==> src/rtl/edge_scan_ctrl_pkg.sv <==
// Shared constants, types and helpers for the edge scan controller.
//
// Contents:
//   MAX_NODES, NODE_WIDTH, EDGE_W, MAX_EDGES, CNT_W  geometry of the scan
//   GRAPH_W, GRAPH_IDX_W                             adjacency vector width / bit index width
//   state_t                                          controller states IDLE/SCAN/EMIT/DONE
//   pack_edge()                                      builds an edge word {row, col, weight=0}
//   clamp_nodes()                                    limits a node count to MAX_NODES
package edge_scan_ctrl_pkg;

   localparam int MAX_NODES   = 16;
   localparam int NODE_WIDTH  = 4;
   localparam int EDGE_W      = 3 * NODE_WIDTH;
   localparam int MAX_EDGES   = 64;
   localparam int CNT_W       = 7;
   localparam int GRAPH_W     = MAX_NODES * MAX_NODES;
   localparam int GRAPH_IDX_W = $clog2(GRAPH_W);

   typedef logic [NODE_WIDTH-1:0] node_t;   // row or column index
   typedef logic [NODE_WIDTH:0]   qnode_t;  // node count, 0..MAX_NODES inclusive
   typedef logic [EDGE_W-1:0]     edge_t;
   typedef logic [CNT_W-1:0]      cnt_t;

   typedef enum logic [1:0] {
      IDLE = 2'd0,
      SCAN = 2'd1,
      EMIT = 2'd2,
      DONE = 2'd3
   } state_t;

   // Edge word layout {row, col, weight}; the weight field is always zero here.
   function automatic edge_t pack_edge(input node_t row, input node_t col);
      return {row, col, {NODE_WIDTH{1'b0}}};
   endfunction

   function automatic qnode_t clamp_nodes(input qnode_t n);
      return (n > qnode_t'(MAX_NODES)) ? qnode_t'(MAX_NODES) : n;
   endfunction

endpackage

==> src/rtl/edge_scan_ctrl_if.sv <==
// Bus bundle between the scan requester / edge-list store and the controller.
//
// Signals:
//   start, abort        scan request and cancel
//   num_nodes           active node count
//   graph_in            adjacency matrix, bit 0 is the MSB (cell 0 is graph_in[GRAPH_W-1])
//   edge_valid/ready    edge word handshake towards the edge-list store
//   edge_data, edge_idx edge word and its slot index
//   edge_count          edges accepted in the last or current scan
//   busy, done          scan in progress / one-cycle completion pulse
//   overflow            sticky: a set bit was found with the edge list full
//
// Modports:
//   master  the requester side (drives start/abort/graph, accepts edges)
//   slave   the controller
interface edge_scan_ctrl_if;
   import edge_scan_ctrl_pkg::*;

   logic               start;
   logic               abort;
   qnode_t             num_nodes;
   logic [GRAPH_W-1:0] graph_in;
   logic               edge_valid;
   logic               edge_ready;
   edge_t              edge_data;
   cnt_t               edge_idx;
   cnt_t               edge_count;
   logic               busy;
   logic               done;
   logic               overflow;

   modport master (
      output start, abort, num_nodes, graph_in, edge_ready,
      input  edge_valid, edge_data, edge_idx, edge_count, busy, done, overflow
   );

   modport slave (
      input  start, abort, num_nodes, graph_in, edge_ready,
      output edge_valid, edge_data, edge_idx, edge_count, busy, done, overflow
   );

endinterface

==> src/rtl/edge_scan_ctrl_tri_index_counter.sv <==
// Lower-triangle walker: produces the (row, col) cell sequence
// (1,0), (2,0), (2,1), (3,0), ... one step per advance.
//
// Ports:
//   clk, rst_n  clock, asynchronous active-low reset
//   init        load the first cell (1,0)
//   advance     step to the next cell
//   num_nodes   active node count of the current scan (>= 2 while walking)
//   row, col    current cell
//   last        current cell is the final one; advancing from it ends the scan
module tri_index_counter
   import edge_scan_ctrl_pkg::*;
(
   input  logic   clk,
   input  logic   rst_n,
   input  logic   init,
   input  logic   advance,
   input  qnode_t num_nodes,
   output node_t  row,
   output node_t  col,
   output logic   last
);

   logic   row_end;
   qnode_t next_row;

   // The row ends at the cell just left of the diagonal.
   assign row_end  = (col == row - node_t'(1));
   assign next_row = {1'b0, row} + qnode_t'(1);
   assign last     = row_end && (next_row == num_nodes);

   // NOTE: sequential state is written with non-blocking assignments so every
   // register samples the pre-edge values, independent of statement order.
   always_ff @(posedge clk or negedge rst_n) begin
      if (!rst_n) begin
         row <= '0;
         col <= '0;
      end else if (init) begin
         row <= node_t'(1);
         col <= '0;
      end else if (advance) begin
         if (row_end) begin
            row <= row + node_t'(1);
            col <= '0;
         end else begin
            col <= col + node_t'(1);
         end
      end
   end

endmodule

==> src/rtl/edge_scan_ctrl.sv <==
// Stallable lower-triangle edge extractor. On start it snapshots the adjacency
// matrix and node count, then examines one strictly-lower cell per clock. Every
// set bit becomes one edge word {row, col, 0} offered on a valid/ready
// handshake, with its slot index. The scan stops early with a sticky overflow
// flag if another edge is found while the edge list is already full.
//
// Ports:
//   clk    clock, rising edge
//   rst_n  asynchronous active-low reset
//   bus    edge_scan_ctrl_if.slave (start/abort/num_nodes/graph_in in,
//          edge handshake, edge_count, busy, done, overflow out)
module edge_scan_ctrl (
   input  logic              clk,
   input  logic              rst_n,
   edge_scan_ctrl_if.slave   bus
);
   import edge_scan_ctrl_pkg::*;

   state_t                 state_q;
   state_t                 state_d;

   logic [GRAPH_W-1:0]     graph_q;    // snapshot, stored bit-reversed so cell k is graph_q[k]
   qnode_t                 nodes_q;
   cnt_t                   count_q;
   cnt_t                   idx_q;
   edge_t                  data_q;
   logic                   ovf_q;

   node_t                  row;
   node_t                  col;
   logic                   last_cell;
   logic [GRAPH_IDX_W-1:0] cell_idx;
   logic                   cell_bit;
   qnode_t                 nodes_clamped;

   logic                   snap_load;
   logic                   walk_init;
   logic                   walk_adv;
   logic                   edge_load;
   logic                   count_clr;
   logic                   count_inc;
   logic                   ovf_set;

   assign nodes_clamped = clamp_nodes(bus.num_nodes);
   assign cell_idx      = GRAPH_IDX_W'(row) * GRAPH_IDX_W'(MAX_NODES) + GRAPH_IDX_W'(col);
   assign cell_bit      = graph_q[cell_idx];

   tri_index_counter u_walk (
      .clk       (clk),
      .rst_n     (rst_n),
      .init      (walk_init),
      .advance   (walk_adv),
      .num_nodes (nodes_q),
      .row       (row),
      .col       (col),
      .last      (last_cell)
   );

   // ------------------------------------------------------------------
   // State register
   // ------------------------------------------------------------------
   always_ff @(posedge clk or negedge rst_n) begin
      if (!rst_n) state_q <= IDLE;
      else        state_q <= state_d;
   end

   // ------------------------------------------------------------------
   // Next state and datapath strobes. Abort overrides everything,
   // including a handshake in the same cycle.
   // ------------------------------------------------------------------
   always_comb begin
      // NOTE: every output of this block gets a default first, so no path can
      // leave one unassigned and infer a latch.
      state_d   = state_q;
      snap_load = 1'b0;
      walk_init = 1'b0;
      walk_adv  = 1'b0;
      edge_load = 1'b0;
      count_clr = 1'b0;
      count_inc = 1'b0;
      ovf_set   = 1'b0;

      if (bus.abort) begin
         state_d = IDLE;
      end else begin
         unique case (state_q)
            IDLE: begin
               if (bus.start) begin
                  snap_load = 1'b1;
                  walk_init = 1'b1;
                  count_clr = 1'b1;
                  state_d   = (nodes_clamped < qnode_t'(2)) ? DONE : SCAN;
               end
            end

            SCAN: begin
               if (cell_bit) begin
                  if (count_q < cnt_t'(MAX_EDGES)) begin
                     edge_load = 1'b1;
                     state_d   = EMIT;
                  end else begin
                     ovf_set = 1'b1;
                     state_d = DONE;
                  end
               end else begin
                  walk_adv = 1'b1;
                  if (last_cell) state_d = DONE;
               end
            end

            EMIT: begin
               if (bus.edge_ready) begin
                  count_inc = 1'b1;
                  walk_adv  = 1'b1;
                  state_d   = last_cell ? DONE : SCAN;
               end
            end

            DONE: state_d = IDLE;

            default: state_d = IDLE;
         endcase
      end
   end

   // ------------------------------------------------------------------
   // Datapath registers
   // ------------------------------------------------------------------
   always_ff @(posedge clk or negedge rst_n) begin
      if (!rst_n) begin
         nodes_q <= '0;
         count_q <= '0;
         idx_q   <= '0;
         data_q  <= '0;
         ovf_q   <= 1'b0;
      end else begin
         if (snap_load) nodes_q <= nodes_clamped;

         if (count_clr)      count_q <= '0;
         else if (count_inc) count_q <= count_q + cnt_t'(1);

         if (count_clr)    ovf_q <= 1'b0;
         else if (ovf_set) ovf_q <= 1'b1;

         // Word and slot index stay frozen while EMIT waits for ready.
         if (edge_load) begin
            data_q <= pack_edge(row, col);
            idx_q  <= count_q;
         end
      end
   end

   // NOTE: the matrix snapshot has no reset; it is always loaded on start
   // before any cell of it is examined, so its power-up contents never matter.
   always_ff @(posedge clk) begin
      if (snap_load) graph_q <= {<<{bus.graph_in}};
   end

   // ------------------------------------------------------------------
   // Outputs decoded from registered state
   // ------------------------------------------------------------------
   assign bus.edge_valid = (state_q == EMIT);
   assign bus.busy       = (state_q == SCAN) || (state_q == EMIT);
   assign bus.done       = (state_q == DONE);
   assign bus.edge_data  = data_q;
   assign bus.edge_idx   = idx_q;
   assign bus.edge_count = count_q;
   assign bus.overflow   = ovf_q;

endmodule
==> src/flat_wrapper.sv <==
// flat-port wrapper written by rule: the top's interface ports become plain ports
module edge_scan_ctrl_flat import edge_scan_ctrl_pkg::*;
  (clk, rst_n, bus_start, bus_abort, bus_num_nodes, bus_graph_in, bus_edge_ready, bus_edge_valid, bus_edge_data, bus_edge_idx, bus_edge_count, bus_busy, bus_done, bus_overflow);
  edge_scan_ctrl_if bus_i ();
  input  logic clk;
  input  logic rst_n;
  input wire logic [$bits(bus_i.start)-1:0] bus_start;
  input wire logic [$bits(bus_i.abort)-1:0] bus_abort;
  input wire logic [$bits(bus_i.num_nodes)-1:0] bus_num_nodes;
  input wire logic [$bits(bus_i.graph_in)-1:0] bus_graph_in;
  input wire logic [$bits(bus_i.edge_ready)-1:0] bus_edge_ready;
  output wire logic [$bits(bus_i.edge_valid)-1:0] bus_edge_valid;
  output wire logic [$bits(bus_i.edge_data)-1:0] bus_edge_data;
  output wire logic [$bits(bus_i.edge_idx)-1:0] bus_edge_idx;
  output wire logic [$bits(bus_i.edge_count)-1:0] bus_edge_count;
  output wire logic [$bits(bus_i.busy)-1:0] bus_busy;
  output wire logic [$bits(bus_i.done)-1:0] bus_done;
  output wire logic [$bits(bus_i.overflow)-1:0] bus_overflow;
  assign bus_i.start = bus_start;
  assign bus_i.abort = bus_abort;
  assign bus_i.num_nodes = bus_num_nodes;
  assign bus_i.graph_in = bus_graph_in;
  assign bus_i.edge_ready = bus_edge_ready;
  assign bus_edge_valid = bus_i.edge_valid;
  assign bus_edge_data = bus_i.edge_data;
  assign bus_edge_idx = bus_i.edge_idx;
  assign bus_edge_count = bus_i.edge_count;
  assign bus_busy = bus_i.busy;
  assign bus_done = bus_i.done;
  assign bus_overflow = bus_i.overflow;
  edge_scan_ctrl u_core (.clk(clk), .rst_n(rst_n), .bus(bus_i));
endmodule
==> config.mk <==
export PLATFORM = sky130hd
export DESIGN_NAME = edge_scan_ctrl_flat
export DESIGN_NICKNAME = d
export VERILOG_FILES = /design/src/rtl/edge_scan_ctrl_pkg.sv /design/src/rtl/edge_scan_ctrl_if.sv /design/src/rtl/edge_scan_ctrl_tri_index_counter.sv /design/src/rtl/edge_scan_ctrl.sv /design/src/flat_wrapper.sv
export SDC_FILE = /design/constraint.sdc
export NUM_CORES = 1
export LEC_CHECK = 0
export ABC_AREA = 1
export CORE_AREA = 2 2 160 162
export DETAILED_ROUTE_END_ITERATION = 6
export DIE_AREA = 0 0 162 164
export GPL_ROUTABILITY_DRIVEN = 0
export GPL_TIMING_DRIVEN = 0
export HOLD_SLACK_MARGIN = 0.08
export PLACE_DENSITY = 0.79
export SLEW_MARGIN = 10
export SYNTH_ARGS = -nofsm -noshare
export SYNTH_HDL_FRONTEND = slang
export SYNTH_SLANG_ARGS = --single-unit
==> constraint.sdc <==
create_clock -name clk -period 11.9 [get_ports clk]
set_clock_uncertainty 0.05 [all_clocks]
set_input_delay 2.38 -clock clk [delete_from_list [all_inputs] [get_ports clk]]
set_output_delay 2.38 -clock clk [all_outputs]
set_load 0.005 [all_outputs]
==> flow_metrics.env <==
export IMPL_cap_violations=0
export IMPL_fin_setup_tns_ns=0
export IMPL_post_route_util_pct=67.7
export IMPL_hold_path_depth=2
export IMPL_r2r_cells=17
export IMPL_status="finished, final reports clean"
export IMPL_die_w_microns=162
export IMPL_ys_warn_count=0
export IMPL_tightest_slew_ns=0.715
export IMPL_p_comb_share_pct=26.9
export IMPL_die_h_microns=164
export IMPL_antenna_left=0
export IMPL_yosysTopAreaCell="edfxtp_1"
export IMPL_max_freq_ghz=0.222
export IMPL_wirelength_microns=35600
export IMPL_layout_min_cycle_time_ns=4.49
export IMPL_hold_viol=0
export IMPL_syn_area_sq_um=12300
export IMPL_grt_pass1_wl_microns=53200
export IMPL_vias=9507
export IMPL_p_seq_share_pct=42.3
export IMPL_fillers=1811
export IMPL_avgSynthCellArea_sq_um=11.5
export IMPL_arrival_ns=4.65
export IMPL_antenna_found_initial=4
export IMPL_r2r_start="u_core.u_walk.col[2]$_DFFE_PN0P_"
export IMPL_finalSetupViolations=0
export IMPL_clkPwrFrac_pct=30.8
export IMPL_portBuffers=291
export IMPL_switchingPower_uw=962
export IMPL_clk_path_buf_depth=3
export IMPL_cts_tree="done"
export IMPL_min_to="u_core.bus.edge_data[10]$_DFFE_PN0P_"
export IMPL_reg2reg_to="u_core.u_walk.row[0]$_DFFE_PN0P_"
export IMPL_ioPinCount=296
export IMPL_cts_setup_buffers=0
export IMPL_relSlewSlack_pct=52.3
export IMPL_endpoint_kind="flop"
export IMPL_power_density_nw_per_um2=190
export IMPL_grt_usage_pct=26.8
export IMPL_post_route_period_util_pct=37.8
export IMPL_hp_start="u_core.bus.edge_data[10]$_DFFE_PN0P_"
export IMPL_drv_slew=0
export IMPL_swShare_pct=30.1
export IMPL_clk_latency_ns=0.55
export IMPL_ir_drop_mv=0.123
export IMPL_die_area_sq_um=26600
export IMPL_worst_setup_path_start_kind="input port"
export IMPL_drive_gt1_share_pct=8.15
export IMPL_holdWs_ns=0.443
export IMPL_dp_slack_ns=6.90
export IMPL_worst_path_max_fanout=66
export IMPL_drc_errors=0
export IMPL_first_pass_iters=6
export IMPL_cts_max_level=1
export IMPL_synth_seq_cells=294
export IMPL_wl_per_cell_microns=20.2
export IMPL_rsz0062_at_grt="false"
export IMPL_synth_distinct_cells=34
export IMPL_synth_seq_area_share_pct=70.3
export IMPL_ff2ff_setup_slack_ns=8.77
export IMPL_first_iter_violations=867
export IMPL_viasPerCell=5.40
export IMPL_cts_resized=0
export IMPL_p_leak_uw=0.00638
export IMPL_start_util_pct=49.5
export IMPL_path_clk_slew_ns=0.06
export IMPL_rows=58
export IMPL_grt_max_degree=67
export IMPL_synth_top_cell_area_share_pct=62.6
export IMPL_p_int_uw=2230
export IMPL_crit_type="input port to flop"
export IMPL_syn_inst=1069
export IMPL_hold_class="flop to flop"
export IMPL_synth_area_top_cells="edfxtp_1 63%, nand3_1 10%, nand2_1 9.8%"
export IMPL_final_nets=1674
export IMPL_cp_required_ns=12.06
export IMPL_clockRootBuffer="clkbuf_16"
export IMPL_area_growth_pct=36.8
export IMPL_clkSinkCount=294
export IMPL_core_sq_um=24800
export IMPL_place_hpwl_microns=25800
export IMPL_fin_ws_ns=7.41
export IMPL_holdBufCountCts=0
export IMPL_grt_ovfl_total=0
export IMPL_grt_pass1_vias=9643
export IMPL_numCtsBuffers=30
[worst max-delay path: stages]
cell and delay (ns):
clkdlybuf4s50_1 0.53, nor3_1 0.47, clkbuf_4 0.52, buf_16 0.32
buf_16 0.33
[power groups by stage]
stage / sequential, uW / clock [uW] / combinational, uW
3_5_place_dp: 1370 / 0 / 847
4_1_cts: 1350 / 997 / 853
5_1_grt: 1360 / 1040 / 940
2_1_floorplan: 1390 / 0 / 498
3_3_place_gp: 1420 / 0 / 810
6_report: 1350 / 984 / 859
[logic make-up (layout without fill, tap and decap cells)]
kind of cell / after synthesis / count (layout) / synth area share [%]
simple gates: 612 / 612 / 21.5
buf+inv: 100 / 451 / 4.51
xor+xnor: 12 / 12 / 0.855
flops: 294 / 294 / 70.3
compound gates: 42 / 42 / 1.98
fa+ha+maj: 8 / 8 / 0.815
other cells: 1 / 10 / 0.0305
[sequential cells by signal (all words and copies together) (netlist names)]
signal and count:
u_core.graph_q 256, u_core.bus.edge_data 8, u_core.bus.edge_count 7, u_core.bus.edge_idx 7, u_core.nodes_q 5, u_core.u_walk.col 4
u_core.u_walk.row 4, u_core.state_q 2, u_core.bus.overflow 1
[final cells by class]
| cell class | count | area [sq um] | share of cell area, % |
|---|---|---|---|
| clock buffers | 35 | 791 | 4.70 |
| flip-flops and latches | 294 | 8640 | 51.4 |
| well taps | 330 | 413 | 2.46 |
| clock inverters | 20 | 250 | 1.49 |
| plain buffers | 65 | 424 | 2.52 |
| repair buffers | 296 | 3040 | 18.1 |
| diodes | 6 | 15.0 | 0.0893 |
| inverters | 35 | 134 | 0.796 |
| multi-input cells | 678 | 3110 | 18.5 |
[per-stage QoR]
step	power, uW	instances	cell area (sq um)
final	3190	1759	16800
after detailed placement	2220	1698	15800
after CTS	3200	1753	16800
after global placement	2230	1693	15600
after floorplan	1890	1072	12300
after global routing	3340	1756	16800
[worst max path at each step]
stage	startpoint	end	cells after the start
floorplan	bus_abort	u_core.nodes_q[1]$_DFFE_PN0P_	3
global placement	bus_abort	u_core.nodes_q[1]$_DFFE_PN0P_	4
detailed placement	bus_abort	u_core.graph_q[152]$_DFFE_PP_	5
CTS	bus_abort	u_core.graph_q[152]$_DFFE_PP_	5
global route	bus_abort	u_core.graph_q[28]$_DFFE_PP_	5
finish	bus_abort	u_core.graph_q[24]$_DFFE_PP_	5
[cells in the mapped netlist]
cell type	n
a21oi_1	9
a221oi_1	1
a22o_1	1
a31oi_1	1
buf_1	4
buf_2	23
buf_4	21
buf_6	9
clkbuf_1	7
clkbuf_2	1
clkinv_1	3
conb_1	1
dfrtp_1	38
edfxtp_1	256
ha_1	8
inv_1	30
inv_2	1
inv_4	1
nand2_1	320
nand2_2	2
nand3_1	250
nand3_2	1
nand4_1	3
nor2_1	26
nor3_1	7
nor4_1	2
o21ai_0	13
o21ai_1	10
o21ai_2	5
o22ai_1	1
o32ai_1	1
or2_0	1
xnor2_1	4
xor2_1	8
[placed cells by master, fill, tap and decap left out, drive strengths merged, types with 2 or more instances in the layout]
cell type      netlist  final
o21ai               28     28
xor2                 8      8
edfxtp             256    256
nor3                 7      7
conb                 1      4
inv                 32     32
clkinv               3     14
nor4                 2      2
ha                   8      8
nor2                26     26
xnor2                4      4
diode                0      6
nand3              251    251
bufinv               0      6
nand2              322    322
clkinvlp             0      3
buf                 57     63
dfrtp               38     38
nand4                3      3
a21oi                9      9
clkdlybuf4s50        0    290
clkbuf               8     43
[routing by layer]
layer | track usage [%] | up-vias | share of wire, %
li1 | - | 4398 | -
met1 | 34.6 | 4535 | 38
met2 | 46.1 | 493 | 50
met3 | 4.07 | 79 | 8.1
met4 | 10.1 | 2 | 3.4
met5 | 0 | - | 0.042
Power figures use the tool's default switching activity.
